File: src/rtl/display_pkg.sv
// Shared definitions for the HEX message path.
// Holds the message-memory address map and the sequencer state encoding so the
// controller and the message memory agree on both from a single source.
package display_pkg;

  // Message memory address map.
  localparam logic [1:0] ADDR_NIVEL   = 2'b00;
  localparam logic [1:0] ADDR_VENCEU  = 2'b01;
  localparam logic [1:0] ADDR_PERDEU  = 2'b10;
  localparam logic [1:0] ADDR_APAGADO = 2'b11;  // all segments off

  // Sequencer states; values double as the debug LED encoding.
  typedef enum logic [2:0] {
    StNivel   = 3'd0,
    StJogo    = 3'd1,
    StResOn   = 3'd2,
    StResOff  = 3'd3,
    StResHold = 3'd4
  } state_e;

  // Address of the result message: lose selects "perdeu", otherwise "venceu".
  function automatic logic [1:0] res_addr(input logic lose);
    return lose ? ADDR_PERDEU : ADDR_VENCEU;
  endfunction

endpackage

File: src/rtl/blink_timer.sv
// Blink phase timer.
// Counts enabled cycles from 0 to BLINK_CYCLES-1, then restarts at 0. tc_o is
// high during the last cycle of a phase, so each phase lasts exactly
// BLINK_CYCLES enabled cycles. clr_i has priority over en_i.
// Ports:
//   clk_i   - clock, rising edge
//   rst_ni  - asynchronous active-low reset
//   clr_i   - synchronous clear of the phase count
//   en_i    - count enable
//   tc_o    - terminal count (last cycle of the current phase)
module blink_timer #(
  parameter int unsigned BLINK_CYCLES = 25000000
) (
  input  logic clk_i,
  input  logic rst_ni,
  input  logic clr_i,
  input  logic en_i,
  output logic tc_o
);

  localparam int unsigned PW = (BLINK_CYCLES > 1) ? $clog2(BLINK_CYCLES) : 1;
  localparam logic [PW-1:0] PhaseLast = PW'(BLINK_CYCLES - 1);

  logic [PW-1:0] cnt_q, cnt_d;

  assign tc_o = en_i && (cnt_q == PhaseLast);

  always_comb begin
    cnt_d = cnt_q;
    if (clr_i) begin
      cnt_d = '0;
    end else if (en_i) begin
      if (cnt_q == PhaseLast) begin
        cnt_d = '0;
      end else if (cnt_q < PhaseLast) begin
        // Guarded increment: the count can never run past the last value.
        cnt_d = cnt_q + PW'(1);
      end
    end
  end

  always_ff @(posedge clk_i or negedge rst_ni) begin
    if (!rst_ni) begin
      cnt_q <= '0;
    end else begin
      cnt_q <= cnt_d;
    end
  end

endmodule

File: src/rtl/display_msg_ctrl.sv
// Message sequencer in front of the six-digit HEX message memory.
// Shows the level while idle or playing, blinks the game result BLINK_TIMES
// on/off pairs of BLINK_CYCLES cycles each, then holds the result until clear.
// All outputs are registered and change on the same edge as the state.
// Ports:
//   clock       - system clock, rising edge
//   reset_n     - asynchronous active-low reset
//   modo_in     - level selected by the player
//   jogando     - game in progress (level)
//   venceu      - game won (single-cycle pulse)
//   perdeu      - game lost (single-cycle pulse, wins over venceu)
//   clear       - return to level display (single-cycle pulse, top priority)
//   displayAddr - message select to the message memory
//   modo        - level digit to the message memory
//   busy        - high while the result is blinking
//   db_estado   - current state encoding for debug LEDs
module display_msg_ctrl
  import display_pkg::*;
#(
  parameter int unsigned BLINK_CYCLES = 25000000,
  parameter int unsigned BLINK_TIMES  = 3
) (
  input  logic       clock,
  input  logic       reset_n,
  input  logic [1:0] modo_in,
  input  logic       jogando,
  input  logic       venceu,
  input  logic       perdeu,
  input  logic       clear,
  output logic [1:0] displayAddr,
  output logic [1:0] modo,
  output logic       busy,
  output logic [2:0] db_estado
);

  localparam int unsigned BW = $clog2(BLINK_TIMES + 1);
  localparam logic [BW-1:0] BlinkLast = BW'(BLINK_TIMES - 1);

  state_e        state_q, state_d;
  logic          res_q, res_d;      // 1: lose, 0: win
  logic [1:0]    level_q, level_d;
  logic [BW-1:0] blink_q, blink_d;
  logic [1:0]    addr_q, addr_d;
  logic [1:0]    modo_q, modo_d;
  logic          busy_q, busy_d;

  logic phase_en, phase_clr, phase_tc;

  assign phase_en  = (state_q == StResOn) || (state_q == StResOff);
  // Holding the timer in clear outside the blink keeps every blink phase
  // starting from zero.
  assign phase_clr = clear || !phase_en;

  blink_timer #(
    .BLINK_CYCLES(BLINK_CYCLES)
  ) u_blink_timer (
    .clk_i (clock),
    .rst_ni(reset_n),
    .clr_i (phase_clr),
    .en_i  (phase_en),
    .tc_o  (phase_tc)
  );

  // Next-state logic.
  always_comb begin
    state_d = state_q;
    res_d   = res_q;
    level_d = level_q;
    blink_d = blink_q;
    if (clear) begin
      state_d = StNivel;
      res_d   = 1'b0;
      blink_d = '0;
    end else begin
      unique case (state_q)
        StNivel: begin
          if (jogando) begin
            state_d = StJogo;
            level_d = modo_in;
          end
        end
        StJogo: begin
          if (perdeu) begin
            state_d = StResOn;
            res_d   = 1'b1;
            blink_d = '0;
          end else if (venceu) begin
            state_d = StResOn;
            res_d   = 1'b0;
            blink_d = '0;
          end else if (!jogando) begin
            state_d = StNivel;
          end
        end
        StResOn: begin
          if (phase_tc) begin
            state_d = StResOff;
          end
        end
        StResOff: begin
          if (phase_tc) begin
            if (blink_q == BlinkLast) begin
              state_d = StResHold;
            end else begin
              state_d = StResOn;
              blink_d = blink_q + BW'(1);
            end
          end
        end
        StResHold: begin
          state_d = StResHold;
        end
        default: begin
          state_d = StNivel;
        end
      endcase
    end
  end

  // Output values are derived from the next state so they register on the
  // same edge as the state itself.
  always_comb begin
    addr_d = ADDR_NIVEL;
    modo_d = level_d;
    busy_d = 1'b0;
    unique case (state_d)
      StNivel: begin
        modo_d = modo_in;
      end
      StJogo: begin
        modo_d = level_d;
      end
      StResOn: begin
        addr_d = res_addr(res_d);
        busy_d = 1'b1;
      end
      StResOff: begin
        addr_d = ADDR_APAGADO;
        busy_d = 1'b1;
      end
      StResHold: begin
        addr_d = res_addr(res_d);
      end
      default: begin
        addr_d = ADDR_NIVEL;
      end
    endcase
  end

  always_ff @(posedge clock or negedge reset_n) begin
    if (!reset_n) begin
      state_q <= StNivel;
      res_q   <= 1'b0;
      level_q <= 2'b00;
      blink_q <= '0;
      addr_q  <= ADDR_NIVEL;
      modo_q  <= 2'b00;
      busy_q  <= 1'b0;
    end else begin
      state_q <= state_d;
      res_q   <= res_d;
      level_q <= level_d;
      blink_q <= blink_d;
      addr_q  <= addr_d;
      modo_q  <= modo_d;
      busy_q  <= busy_d;
    end
  end

  assign displayAddr = addr_q;
  assign modo        = modo_q;
  assign busy        = busy_q;
  assign db_estado   = state_q;

endmodule

File: config.mk
export PLATFORM = sky130hd
export DESIGN_NAME = display_msg_ctrl
export DESIGN_NICKNAME = d
export VERILOG_FILES = /design/src/rtl/display_pkg.sv /design/src/rtl/blink_timer.sv /design/src/rtl/display_msg_ctrl.sv
export SDC_FILE = /design/constraint.sdc
export NUM_CORES = 1
export LEC_CHECK = 0
export BUFFER_PORTS_ARGS = -buffer_cell sky130_fd_sc_hd__buf_4
export CELL_PAD_IN_SITES_DETAIL_PLACEMENT = 0
export CELL_PAD_IN_SITES_GLOBAL_PLACEMENT = 1
export CORE_UTILIZATION = 47
export DETAILED_ROUTE_END_ITERATION = 10
export PLACE_DENSITY = 0.82
export SLEW_MARGIN = 5
export SYNTH_ARGS = -nofsm -noshare
export SYNTH_HDL_FRONTEND = slang
export SYNTH_HIERARCHICAL = 1
export SYNTH_SLANG_ARGS = --single-unit
export TNS_END_PERCENT = 100
File: constraint.sdc
create_clock -name clock -period 3.1 [get_ports clock]
set_input_delay 0.155 -clock clock [delete_from_list [all_inputs] [get_ports clock]]
set_output_delay 0.155 -clock clock [all_outputs]
set_load 0.005 [all_outputs]
==> run metrics, run 1 <==
status=completed; TritonCTS sink count=38; path depth of the worst reg2reg path=6; starting density of the core=0.486; antenna violations before repair=0; worst min-delay path startpoint=modo_in[0]; total area of multi-input combinational cells=0.00138 mm^2; Hold Path Depth=2; H-tree level count=2; largest family of logic cells by synthesized area=simple AND/OR/NAND/NOR gates; final antenna-violating net count=0; total track usage=0.236; number of warning messages in the yosys log=6; Setup Buffers After CTS=0; cell count after synthesis=267; Core Util, Final=0.537; Layout Cells excl Fill=352; leading post-synthesis cells by instance count=dfrtp_1, nand2_1, nor2_1; capturing element type of the critical path=flip-flop; worst slew slack as a fraction of its limit=0.652; setup total negative slack=0 ps; number of endpoints with negative hold slack in the final report=0; largest area contributor in the netlist=dfrtp_1; y dimension of the die=about 74 um; share of the synthesized area in the top cell type=0.385; number of synthesized flops with an enable pin=0; ordered cell list for the critical path=nor2_1, nand2_1, a31oi_1, buf_4, nand3_1, o31ai_1; launch instance of the worst register-to-register path=db_estado[2]$_DFF_PN0_; Layout Area Growth over Synthesis=10.5%; via count of the first global-routing pass=1968; cells resized by post-CTS repair=0; floorplan die width=74.5 um; Site Rows=26; actual transition at the worst max-transition pin=between 500 and 600 ps; buffers added on ports=15; I/O pin cnt=16; leakage component of the power=around 1.0 nW; most area-consuming cells after synthesis=dfrtp_1, nand2_1, mux2i_1, nand4_1, nand3_1; register-to-register setup slack=760 ps; clock latency of the later-clocked register in the worst-skew pair=300 ps; simple-gate portion of the synthesized area=0.296; maximum net fanout on the critical path=11; worst endpoint data arrival time=2540 ps; sum of net half-perimeters after detailed placement=around 4400 um; net total in the final layout=291; clock buffer depth=2; Critical Path Max Stage Delay=500 ps; total wire length=6180 um; Worst Path Buf+Inv=1; drt pass-1 iters=4; flip-flop and latch area=approximately 950 um^2; Worst path top cell family by delay=compound AO/OA/AOI/OAI gates; mean instance size in the synthesized netlist=9.24 um^2; RSZ-0062 raised after global routing=false; top achievable clock speed=427 MHz; number of buffers inserted during clock tree synthesis=5; share of the yosys chip area belonging to registers=0.385; weighted congestion reported at the end of routability-driven placement=0.841; Final Setup Violations=0; post-detailed-route via-to-cell ratio=6.20; number of hold buffers added after CTS=1; root buffer cell=clkbuf_8; setup slack after layout=between 700 and 800 ps; full die area=0.00554 mm^2; share of flip-flops with an asynchronous set or reset=1.00; end of the worst hold path=modo[0]$_DFF_PN0_; share of synthesized area spent on multiplexers=0.0548; clock slew at reported path FFs=roughly 80 ps; Main synth FF type=dfrtp_1; kind of critical path=reg -> reg; most numerous cell in the Yosys netlist=dfrtp_1; kind of path behind the tightest hold check=in -> reg; fill cell total of the finished layout=around 500; post-synthesis cell type count=63; shortest clock period the worst path allows after layout=2340 ps; xor/xnor share of the synthesized area=0; crit share post-route=0.755; area share of fa/ha/maj cells after synthesis=0.0101; reg2reg end=u_blink_timer/cnt_q[12]$_DFFE_PN0P_; Placement Setup Slack=798 ps; critical-path cell with the highest stage delay=dfrtp_1; vias after detailed routing=2181; largest net degree at the start of global routing=39; Synth Cell Area=0.00247 mm^2; clock tree skew after final layout=7.91 ps; Syn Nets=277; number of antenna repair diodes=0; post-placement cell count=343; initial drt markers=189; DRC violation count after routing=0; Remaining Overflow, GRT=0; synthesis-stage register bit count=38; first-pass GRT wire length=approximately 9800 um; worst vdd rail ir drop=0.225 mV; share of layout cells above drive strength 1=0.163; number of max-slew violations in the final report=0; max-cap viol count=0; CTS tree=yes; category of the worst setup path launch point=flip-flop; total power per unit cell area=399 mW/mm^2; Avg WL per Cell=17.5 um; Core Footprint=0.00507 mm^2; CP required=3300 ps; post-synthesis compound-gate area fraction=0.199
==> cell families (layout without fill, tap and decap cells) <==
| logic type | count (synthesis) | after routing |
|---|---|---|
| compound gates | 62 | 62 |
| fa+ha+maj | 2 | 2 |
| buf+inv | 24 | 39 |
| flops | 38 | 38 |
| mux | 13 | 13 |
| simple gates | 128 | 128 |
==> report_power, final <==
| part | internal (W) | switching, W | leakage [nW] |
|---|---|---|---|
| sequential | 0.000518 | 0.0000215 | 0.519 |
| clock | 0.000241 | 0.000178 | 0.0524 |
| combinational | 0.0000596 | 0.0000719 | 0.460 |
==> through the flow <==
stage               cell area, um^2  hold slack, ps  total power [W]
CTS                            2730            95.1          0.00110
finish                         2730            98.5          0.00109
floorplan                      2470            -141         0.000623
detailed placement             2610             156         0.000680
global placement               2610             153         0.000675
global route                   2730            96.8          0.00113
==> routing by layer <==
| layer | part of all wire | wire length [um] | track usage |
|---|---|---|---|
| met2 | 0.47 | 2880 | 0.373 |
| met1 | 0.48 | 2980 | 0.327 |
| met5 | 0 | 0 | 0 |
| met3 | 0.038 | 232 | 0.0407 |
| met4 | 0.013 | 82 | 0.0797 |
==> layout by cell type, fill, tap and decap left out, types with 3 or more instances in the layout <==
cell type  synthesis  final
dfrtp_1           38     38
nand2_1           29     29
buf_4              2     21
nor2_1            18     18
nand3_1           15     15
nand4_1           14     14
nor3_1             9      9
mux2i_1            9      9
inv_1              8      8
a21oi_1            7      7
nand2b_1           7      7
o31ai_1            7      7
o311ai_1           7      7
o21ai_0            5      5
clkbuf_8           0      5
or4_1              4      4
nor4_2             4      4
o21ai_1            4      4
nor4_1             4      4
and3_1             3      3
or2_2              3      3
o41ai_1            3      3
==> worst register-to-register path, delay by kind of cell (launching register included) <==
family | cells | cell delay [ps]
compound gates | 2 | 820
simple gates | 3 | 680
flops | 1 | 500
buf+inv | 1 | 260
==> layout make-up <==
cell class              instances  area share
multi-input cells             205       0.506
well taps                      70      0.0321
clock buffers                   7      0.0280
repair buffers                 22      0.0615
inverters                       9      0.0124
flip-flops and latches         38       0.349
clock inverters                 1      0.0110
==> how the worst max path moves through the flow <==
stage	to	slack, ps	from	cells after the start
after floorplan	blink_q[1]$_DFFE_PN0P_	840	db_estado[2]$_DFF_PN0_	10
after global placement	u_blink_timer/cnt_q[20]$_DFFE_PN0P_	890	db_estado[2]$_DFF_PN0_	6
after detailed placement	u_blink_timer/cnt_q[12]$_DFFE_PN0P_	800	db_estado[2]$_DFF_PN0_	6
after CTS	u_blink_timer/cnt_q[12]$_DFFE_PN0P_	760	db_estado[2]$_DFF_PN0_	6
after global routing	u_blink_timer/cnt_q[20]$_DFFE_PN0P_	530	db_estado[2]$_DFF_PN0_	6
final	u_blink_timer/cnt_q[12]$_DFFE_PN0P_	760	db_estado[2]$_DFF_PN0_	6
==> sequential cells by signal (all words and copies together) (netlist names) <==
signal / cells
u_blink_timer/cnt_q: 25
db_estado: 3
blink_q: 2
displayAddr: 2
level_q: 2
modo: 2
busy: 1
res_q: 1
Note: power is estimated with default switching activity, not from simulation.
==> run 2, diff against run 1 <==
--- a/config.mk
+++ b/config.mk
@@ -8,9 +8,9 @@
 export BUFFER_PORTS_ARGS = -buffer_cell sky130_fd_sc_hd__buf_4
 export CELL_PAD_IN_SITES_DETAIL_PLACEMENT = 0
 export CELL_PAD_IN_SITES_GLOBAL_PLACEMENT = 1
-export CORE_UTILIZATION = 47
+export CORE_UTILIZATION = 42
 export DETAILED_ROUTE_END_ITERATION = 10
-export PLACE_DENSITY = 0.82
+export PLACE_DENSITY = 0.77
 export SLEW_MARGIN = 5
 export SYNTH_ARGS = -nofsm -noshare
 export SYNTH_HDL_FRONTEND = slang
==> constraint.sdc (replaced) <==
create_clock -name clock -period 1.9 [get_ports clock]
set_input_delay 0.095 -clock clock [delete_from_list [all_inputs] [get_ports clock]]
set_output_delay 0.095 -clock clock [all_outputs]
set_load 0.005 [all_outputs]
==> run 2 against run 1 <==
Compared with the run above: the run now ends with negative setup slack left; non-clock buffer count increased by 84; via count increased by 23%; design area increased by 40%; critical path depth decreased by 1; sequential power increased by 60%; global-route usage increased by 2.1 points; hold slack got worse by 83 ps; count of clock-buffer cells in the layout decreased by 2; sequential cell count unchanged; core utilization increased by 15 points; die area increased by 12%; final cell count increased by 25%; largest cell class unchanged.
==> run metrics, run 2 (synthesis results as in run 1) <==
number of max-slew violations in the final report=0; Site Rows=27; ordered cell list for the critical path=nor4bb_4, nand4_1, o31ai_4, nor3_2, a221o_1; worst vdd rail ir drop=0.357 mV; setup slack after layout=-134 ps; total power per unit cell area=531 mW/mm^2; kind of path behind the tightest hold check=in -> reg; first-pass GRT wire length=12000 um; Hold Path Depth=2; Placement Setup Slack=-95.8 ps; via count of the first global-routing pass=2478; CP required=between 2000 and 2500 ps; clock latency of the later-clocked register in the worst-skew pair=300 ps; part of the power in registers=0.424; full die area=0.00619 mm^2; share of layout cells above drive strength 1=0.471; kind of critical path=reg -> reg; sum of net half-perimeters after detailed placement=between 5000 and 6000 um; final antenna-violating net count=0; actual transition at the worst max-transition pin=746 ps; commonest cells after routing, fill and taps aside=buf_4, dfrtp_1, nand2_1, nor2_1, nand4_1; category of the worst setup path launch point=flip-flop; internal power=approximately 0.0015 W; post-detailed-route via-to-cell ratio=6.13; Final Setup Violations=23; top achievable clock speed=just under 500 MHz; path depth of the worst reg2reg path=5; Core Footprint=0.00557 mm^2; worst hold slack after final layout=roughly 15 ps; critical-path cell with the highest stage delay=dfrtp_2; total track usage=0.257; status=finished with violations; Avg WL per Cell=around 19 um; CTS tree=yes; Layout Area Growth over Synthesis=54.9%; number of antenna repair diodes=0; y dimension of the die=78.6 um; floorplan die width=between 70 and 80 um; clock slew at reported path FFs=80 ps; Worst path top cell family by delay=compound AO/OA/AOI/OAI gates; net total in the final layout=376; max-cap viol count=0; clock tree skew after final layout=between 5 and 6 ps; initial drt markers=about 180; number of endpoints with negative hold slack in the final report=0; weighted congestion reported at the end of routability-driven placement=0.929; Clk pwr share=0.420; shortest clock period the worst path allows after layout=around 2000 ps; Worst Path Buf+Inv=0; crit share post-route=1.07; capturing element type of the critical path=flip-flop; largest net degree at the start of global routing=39; maximum net fanout on the critical path=4; Net Switching=0.000511 W; share of total power in combinational logic=0.156; RSZ-0062 raised after global routing=true; H-tree level count=2; root buffer cell=clkbuf_8; TritonCTS sink count=38; Core Util, Final=0.686; antenna violations before repair=0; drt pass-1 iters=4; clock buffer depth=2; Critical Path Max Stage Delay=about 460 ps; starting density of the core=0.443; I/O pin cnt=16; buffers added on ports=15; Net Sw Frac=0.252; worst endpoint data arrival time=roughly 2200 ps; most common library cell in the layout ignoring fill and taps=buf_4; vias after detailed routing=2690; Remaining Overflow, GRT=0; Critical Path Stages=5; number of buffers inserted during clock tree synthesis=5; leakage component of the power=between 1.5 and 2 nW; flip-flop count of the largest register after layout=25; DRC violation count after routing=0; worst slew slack as a fraction of its limit=0.497; total wire length=roughly 8400 um; violations in the final reports=negative setup slack; register bank with the most flops=u_blink_timer/cnt_q
==> run 2: layout make-up <==
type	instances	area, um^2
Multi-Input combinational cell	206	1760
Sequential cell	38	952
Fill cell	413	1750
Tap cell	72	90.1
Inverter	9	33.8
Clock inverter	3	68.8
Clock buffer	5	68.8
Timing Repair Buffer	106	852
==> run 2: per-layer routing <==
layer	track usage	up-vias	part of all wire
met5	0	-	0
met4	0.111	0	0.039
met3	0.0430	31	0.050
met2	0.420	111	0.49
met1	0.333	1317	0.42
li1	-	1231	-
==> run 2: final timing paths <==
path,start,slack [ps],endpoint
max in group asynchronous,reset_n,1220,u_blink_timer/cnt_q[23]$_DFFE_PN0P_
max,u_blink_timer/cnt_q[23]$_DFFE_PN0P_,-130,u_blink_timer/cnt_q[1]$_DFFE_PN0P_
min,modo_in[0],20,modo[0]$_DFF_PN0_
min in group asynchronous,reset_n,300,busy$_DFF_PN0_
min reg2reg,level_q[0]$_DFF_PN0_,490,modo[0]$_DFF_PN0_
max reg2reg,u_blink_timer/cnt_q[23]$_DFFE_PN0P_,-130,u_blink_timer/cnt_q[1]$_DFFE_PN0P_
==> run 2: through the flow <==
stage	instances	setup TNS [ps]	instance area (um^2)	total power (W)
final	439	-1390	3820	0.00203
after global placement	414	-100	3150	0.00114
after CTS	430	-55.4	3420	0.00201
after floorplan	267	-205	2490	0.00102
after global routing	439	-3320	3820	0.00211
after detailed placement	414	-526	3150	0.00115
==> run 2: what timing repair did <==
| item | CTS | global route |
|---|---|---|
| hold endpoints to repair | 38 | 0 |
| gates cloned | 1 | 0 |
| gates resized for setup | 13 | 60 |
| hold buffers | 1 | 0 |
| endpoints found under the setup margin | 14 | 31 |
| pin swaps | 9 | 28 |
| buffers inserted | 6 | 11 |
==> run 2: power groups by stage <==
stage | combinational (W) | sequential, W | clock, W
5_1_grt | 0.000342 | 0.000864 | 0.000904
3_3_place_gp | 0.000265 | 0.000875 | 0
3_5_place_dp | 0.000272 | 0.000876 | 0
2_1_floorplan | 0.000140 | 0.000882 | 0
4_1_cts | 0.000287 | 0.000860 | 0.000863
6_report | 0.000317 | 0.000860 | 0.000854
